**config.mk**
```make
export PLATFORM = sky130hd
export DESIGN_NAME = id_ex_stage
export DESIGN_NICKNAME = d
export VERILOG_FILES = /design/src/rtl/id_ex_stage.sv
export SDC_FILE = /design/constraint.sdc
export NUM_CORES = 1
export LEC_CHECK = 0
export ABC_AREA = 1
export CAP_MARGIN = 20
export CORE_ASPECT_RATIO = 2
export CORE_UTILIZATION = 30
export CTS_CLUSTER_DIAMETER = 30
export CTS_CLUSTER_SIZE = 25
export DETAILED_ROUTE_END_ITERATION = 12
export PLACE_DENSITY = 0.67
export SLEW_MARGIN = 20
export SYNTH_ARGS = -nofsm -noshare
export SYNTH_HDL_FRONTEND = slang
export SYNTH_SLANG_ARGS = --single-unit
```
**constraint.sdc**
```tcl
create_clock -name clk -period 4.64 [get_ports clk]
set_input_delay 0.928 -clock clk [delete_from_list [all_inputs] [get_ports clk]]
set_output_delay 0.928 -clock clk [all_outputs]
set_load 0.01 [all_outputs]
```
**src/rtl/id_ex_stage.sv**
```systemverilog
// ID/EX pipeline register: captures decoder control and ID operands, detects
// load-use hazards against EX, inserts bubbles on hazard or flush, counts bubbles.
module id_ex_stage #(
    parameter int DATA_W = 32,
    parameter int REG_W  = 5,
    parameter int CNT_W  = 16
) (
    input  logic              clk,
    input  logic              rst,
    input  logic              id_valid,
    input  logic              id_jump,
    input  logic              id_RegWr,
    input  logic              id_MemtoReg,
    input  logic              id_MemWr,
    input  logic              id_ALUsrc,
    input  logic              id_RegDst,
    input  logic              id_Branch,
    input  logic [1:0]        id_ALUopc,
    input  logic [DATA_W-1:0] id_rd1,
    input  logic [DATA_W-1:0] id_rd2,
    input  logic [DATA_W-1:0] id_imm,
    input  logic [DATA_W-1:0] id_pc4,
    input  logic [REG_W-1:0]  id_rs,
    input  logic [REG_W-1:0]  id_rt,
    input  logic [REG_W-1:0]  id_rd,
    input  logic              flush,
    output logic              stall,
    output logic              ex_valid,
    output logic              ex_jump,
    output logic              ex_RegWr,
    output logic              ex_MemtoReg,
    output logic              ex_MemWr,
    output logic              ex_ALUsrc,
    output logic              ex_RegDst,
    output logic              ex_Branch,
    output logic [1:0]        ex_ALUopc,
    output logic [DATA_W-1:0] ex_rd1,
    output logic [DATA_W-1:0] ex_rd2,
    output logic [DATA_W-1:0] ex_imm,
    output logic [DATA_W-1:0] ex_pc4,
    output logic [REG_W-1:0]  ex_rs,
    output logic [REG_W-1:0]  ex_rt,
    output logic [REG_W-1:0]  ex_rd,
    output logic [CNT_W-1:0]  bubble_cnt
);

    localparam logic [CNT_W-1:0] CNT_MAX = {CNT_W{1'b1}};

    logic              ex_valid_reg;
    logic              ex_jump_reg;
    logic              ex_RegWr_reg;
    logic              ex_MemtoReg_reg;
    logic              ex_MemWr_reg;
    logic              ex_ALUsrc_reg;
    logic              ex_RegDst_reg;
    logic              ex_Branch_reg;
    logic [1:0]        ex_ALUopc_reg;
    logic [DATA_W-1:0] ex_rd1_reg;
    logic [DATA_W-1:0] ex_rd2_reg;
    logic [DATA_W-1:0] ex_imm_reg;
    logic [DATA_W-1:0] ex_pc4_reg;
    logic [REG_W-1:0]  ex_rs_reg;
    logic [REG_W-1:0]  ex_rt_reg;
    logic [REG_W-1:0]  ex_rd_reg;
    logic [CNT_W-1:0]  bubble_cnt_reg;
    logic [CNT_W-1:0]  bubble_cnt_next;

    logic id_uses_rt;
    logic ex_is_load;
    logic hazard;
    logic load_bubble;

    // rt is a source only for R-type, stores and branches
    assign id_uses_rt = id_RegDst | id_MemWr | id_Branch;
    assign ex_is_load = ex_valid_reg & ex_MemtoReg_reg & ex_RegWr_reg & (ex_rt_reg != '0);
    assign hazard     = id_valid & ex_is_load &
                        ((ex_rt_reg == id_rs) | (id_uses_rt & (ex_rt_reg == id_rt)));
    assign stall       = hazard & ~flush & ~rst;
    assign load_bubble = flush | hazard;

    assign bubble_cnt_next = (bubble_cnt_reg == CNT_MAX) ? bubble_cnt_reg
                                                         : bubble_cnt_reg + 1'b1;

    // A bubble clears data and specifiers too, so it never matches a forwarding compare
    always_ff @(posedge clk) begin
        if (rst || load_bubble) begin
            ex_valid_reg    <= 1'b0;
            ex_jump_reg     <= 1'b0;
            ex_RegWr_reg    <= 1'b0;
            ex_MemtoReg_reg <= 1'b0;
            ex_MemWr_reg    <= 1'b0;
            ex_ALUsrc_reg   <= 1'b0;
            ex_RegDst_reg   <= 1'b0;
            ex_Branch_reg   <= 1'b0;
            ex_ALUopc_reg   <= '0;
            ex_rd1_reg      <= '0;
            ex_rd2_reg      <= '0;
            ex_imm_reg      <= '0;
            ex_pc4_reg      <= '0;
            ex_rs_reg       <= '0;
            ex_rt_reg       <= '0;
            ex_rd_reg       <= '0;
        end else begin
            ex_valid_reg    <= id_valid;
            ex_jump_reg     <= id_jump;
            ex_RegWr_reg    <= id_RegWr;
            ex_MemtoReg_reg <= id_MemtoReg;
            ex_MemWr_reg    <= id_MemWr;
            ex_ALUsrc_reg   <= id_ALUsrc;
            ex_RegDst_reg   <= id_RegDst;
            ex_Branch_reg   <= id_Branch;
            ex_ALUopc_reg   <= id_ALUopc;
            ex_rd1_reg      <= id_rd1;
            ex_rd2_reg      <= id_rd2;
            ex_imm_reg      <= id_imm;
            ex_pc4_reg      <= id_pc4;
            ex_rs_reg       <= id_rs;
            ex_rt_reg       <= id_rt;
            ex_rd_reg       <= id_rd;
        end
    end

    always_ff @(posedge clk) begin
        if (rst) begin
            bubble_cnt_reg <= '0;
        end else if (load_bubble) begin
            bubble_cnt_reg <= bubble_cnt_next;
        end
    end

    assign ex_valid    = ex_valid_reg;
    assign ex_jump     = ex_jump_reg;
    assign ex_RegWr    = ex_RegWr_reg;
    assign ex_MemtoReg = ex_MemtoReg_reg;
    assign ex_MemWr    = ex_MemWr_reg;
    assign ex_ALUsrc   = ex_ALUsrc_reg;
    assign ex_RegDst   = ex_RegDst_reg;
    assign ex_Branch   = ex_Branch_reg;
    assign ex_ALUopc   = ex_ALUopc_reg;
    assign ex_rd1      = ex_rd1_reg;
    assign ex_rd2      = ex_rd2_reg;
    assign ex_imm      = ex_imm_reg;
    assign ex_pc4      = ex_pc4_reg;
    assign ex_rs       = ex_rs_reg;
    assign ex_rt       = ex_rt_reg;
    assign ex_rd       = ex_rd_reg;
    assign bubble_cnt  = bubble_cnt_reg;

endmodule
```
==> results.json <==
{
  "cts_max_level": 4,
  "ir_drop_mv": 0.2460,
  "grt.total_usage": 0.1737,
  "design_area_mm2": 0.009459,
  "cts.repair.resized": 0,
  "seq_area_frac_synth": 0.6200,
  "antenna_found_initial": 1,
  "hp-class": "flop to flop",
  "via_per_inst": 3.967,
  "min_period_ns": 3.570,
  "hold_viol": 0,
  "gp_congestion": 0.8151,
  "post_cts_buffers": 0,
  "cp_max_fo": 3,
  "fin_ws_ns": 1.070,
  "root_buffer": "clkbuf_16",
  "syn_inst": 675,
  "drt_iter0_markers": 102,
  "synth-seq-cells": 169,
  "status": "finished clean",
  "synthesis.area_mm2": 0.005456,
  "drc": 0,
  "crit_required_ns": 3.71,
  "row_count": 69,
  "drtPass1Iterations": 4,
  "grt_pass1_wl_um": 24320,
  "cts.path.max_buffers": 2,
  "insertion_delay_ns": 0.43,
  "worstHoldPathCells": 2,
  "synth-warning-count": 0,
  "synth_edf_count": 0,
  "synth_area_per_cell_um2": 8.084,
  "area.growth.synth_to_final_pct": 73.35,
  "layout-drive-gt1-share": 0.04043,
  "yosysTopAreaCell": "dfxtp_1",
  "grt_overflow_total": 0,
  "power_leakage_uw": 0.004400,
  "drt-total-wl_um": 16610,
  "finalMaxSlewViolations": 0,
  "ys_async_sr_fraction": 0,
  "finClkSkew_ns": 0.009150,
  "fin_crit_sh": 0.7695,
  "synthFlopType": "dfxtp_1",
  "syn_nets": 832,
  "worstSetupStartpointType": "input port",
  "fmax_mhz": 280.1,
  "ant_nets": 0,
  "nFillCells": 1653,
  "worst_pin_slew_ns": 0.5822,
  "dieArea_mm2": 0.01876,
  "synth_top_area_frac": 0.6200,
  "relSlewSlack": 0.6095,
  "cts_sinks": 169,
  "setup_tns_ns": 0,
  "pre_cts_ws_ns": 1.070,
  "cts-buffers-inserted": 17,
  "synth_commonest_cells": "nor2_1 (190), inv_1 (175), dfxtp_1 (169)",
  "grt_max_degree": 81,
  "cts_tree": "built",
  "via_count": 4872,
  "critPathArrivalTime_ns": 2.64,
  "chipHeight_um": 192.7,
  "dp.cells": 1195,
  "power.density_mw_per_mm2": 347.7,
  "ios": 326,
  "hpwl_um": 12940,
  "placed_cell_area_mm2": 0.008889,
  "hold_buffers": 0,
  "rr_worst_depth": 10,
  "port_buffers": 325,
  "start_util": 0.3068,
  "wl_per_cell_um": 13.53,
  "core_area_mm2": 0.01778,
  "grt_pass1_vias": 4702,
  "ys_types": 23,
  "synthMostInstantiatedCell": "nor2_1",
  "die-width_um": 97.37,
  "setup_violations": 0,
  "rsz0062_at_grt": "no",
  "cts.clk_slew.worst_paths_ns": 0.07,
  "path_class": "input port to primary output",
  "endpoint_kind": "primary output",
  "layoutNonFillerInstCount": 1228,
  "drv_cap": 0,
  "layout.nets": 1158,
  "synthTopCellsByArea": "dfxtp_1 (62%), nor2_1 (13%), inv_1 (12%), nand2_1 (4.3%), nand3_1 (1.7%)"
}
## worst max-delay path, cell delays in order
cell	delay, ns
clkdlybuf4s50_1	0.47
inv_1	0.05
nand2_1	0.05
nand2_1	0.06
nor2_1	0.13
nand3_1	0.08
nand2_1	0.07
nand2_2	0.08
nor3_1	0.14
clkdlybuf4s50_1	0.57
## final timing paths
kind,from,end,slack (ns)
worst max-delay path,id_rt[0],stall,1.07
worst min-delay path,bubble_cnt[15]$_SDFFE_PP0P_,bubble_cnt[15]$_SDFFE_PP0P_,0.52
worst max register to register,ex_rt[4]$_SDFF_PP0_,ex_rs[1]$_SDFF_PP0_,2.67
worst min register to register,bubble_cnt[15]$_SDFFE_PP0P_,bubble_cnt[15]$_SDFFE_PP0P_,0.52
## layer usage
layer | global-route usage | wire length [um]
met1 | 0.1637 | 5770
met2 | 0.3168 | 8994
met3 | 0.06375 | 1150
met4 | 0.1052 | 694
met5 | 0 | 0
## final cells by class
| cell class | instances | area [um^2] | share of cell area |
|---|---|---|---|
| tap | 213 | 266.5 | 0.02817 |
| clock inverter | 13 | 135.1 | 0.01429 |
| inverter | 177 | 664.4 | 0.07024 |
| sequential | 169 | 3383 | 0.3577 |
| clock buffer | 19 | 432.9 | 0.04577 |
| antenna | 1 | 2.502 | 0.0002646 |
| multi-input combinational | 309 | 1294 | 0.1368 |
| timing repair buffer | 327 | 3281 | 0.3468 |
## placed cells by master, fill, tap and decap left out, drive strengths merged
master,Yosys,final
a21oi,13,13
buf,18,2
bufinv,0,1
clkbuf,2,19
clkdlybuf4s50,0,325
clkinv,1,5
clkinvlp,0,2
dfxtp,169,169
diode,0,1
ha,1,1
inv,176,182
nand2,66,66
nand3,21,21
nand3b,2,2
nand4,1,1
nor2,193,193
nor3,6,6
o21ai,2,2
xnor2,1,1
xor2,3,3
## where the power goes
group          internal [uW]  total (uW)  switching [uW]
Clock                    755        1380             622
Sequential              1510        1530            20.9
Combinational            238         385             147
Total                   2500        3290             789
## logic make-up (layout without fill, tap and decap cells)
logic type,Yosys count,in the layout,synth area share
compound gates,15,15,0.01376
fa+ha+maj,1,1,0.002293
other cells,0,1,0
xor+xnor,4,4,0.006422
buf+inv,197,536,0.1442
flops,169,169,0.6200
simple gates,289,289,0.2133
## per-stage QoR
step                      total power (uW)    util  hold slack, ns
final                                 3289  0.5319          0.5160
after CTS                             3339  0.5317          0.5188
after global placement                1947  0.4998          0.5004
after detailed placement              1950  0.4998          0.5028
after global routing                  3439  0.5319          0.5749
after floorplan                       1682       -          0.5332
(Power assumes the default switching activity.)
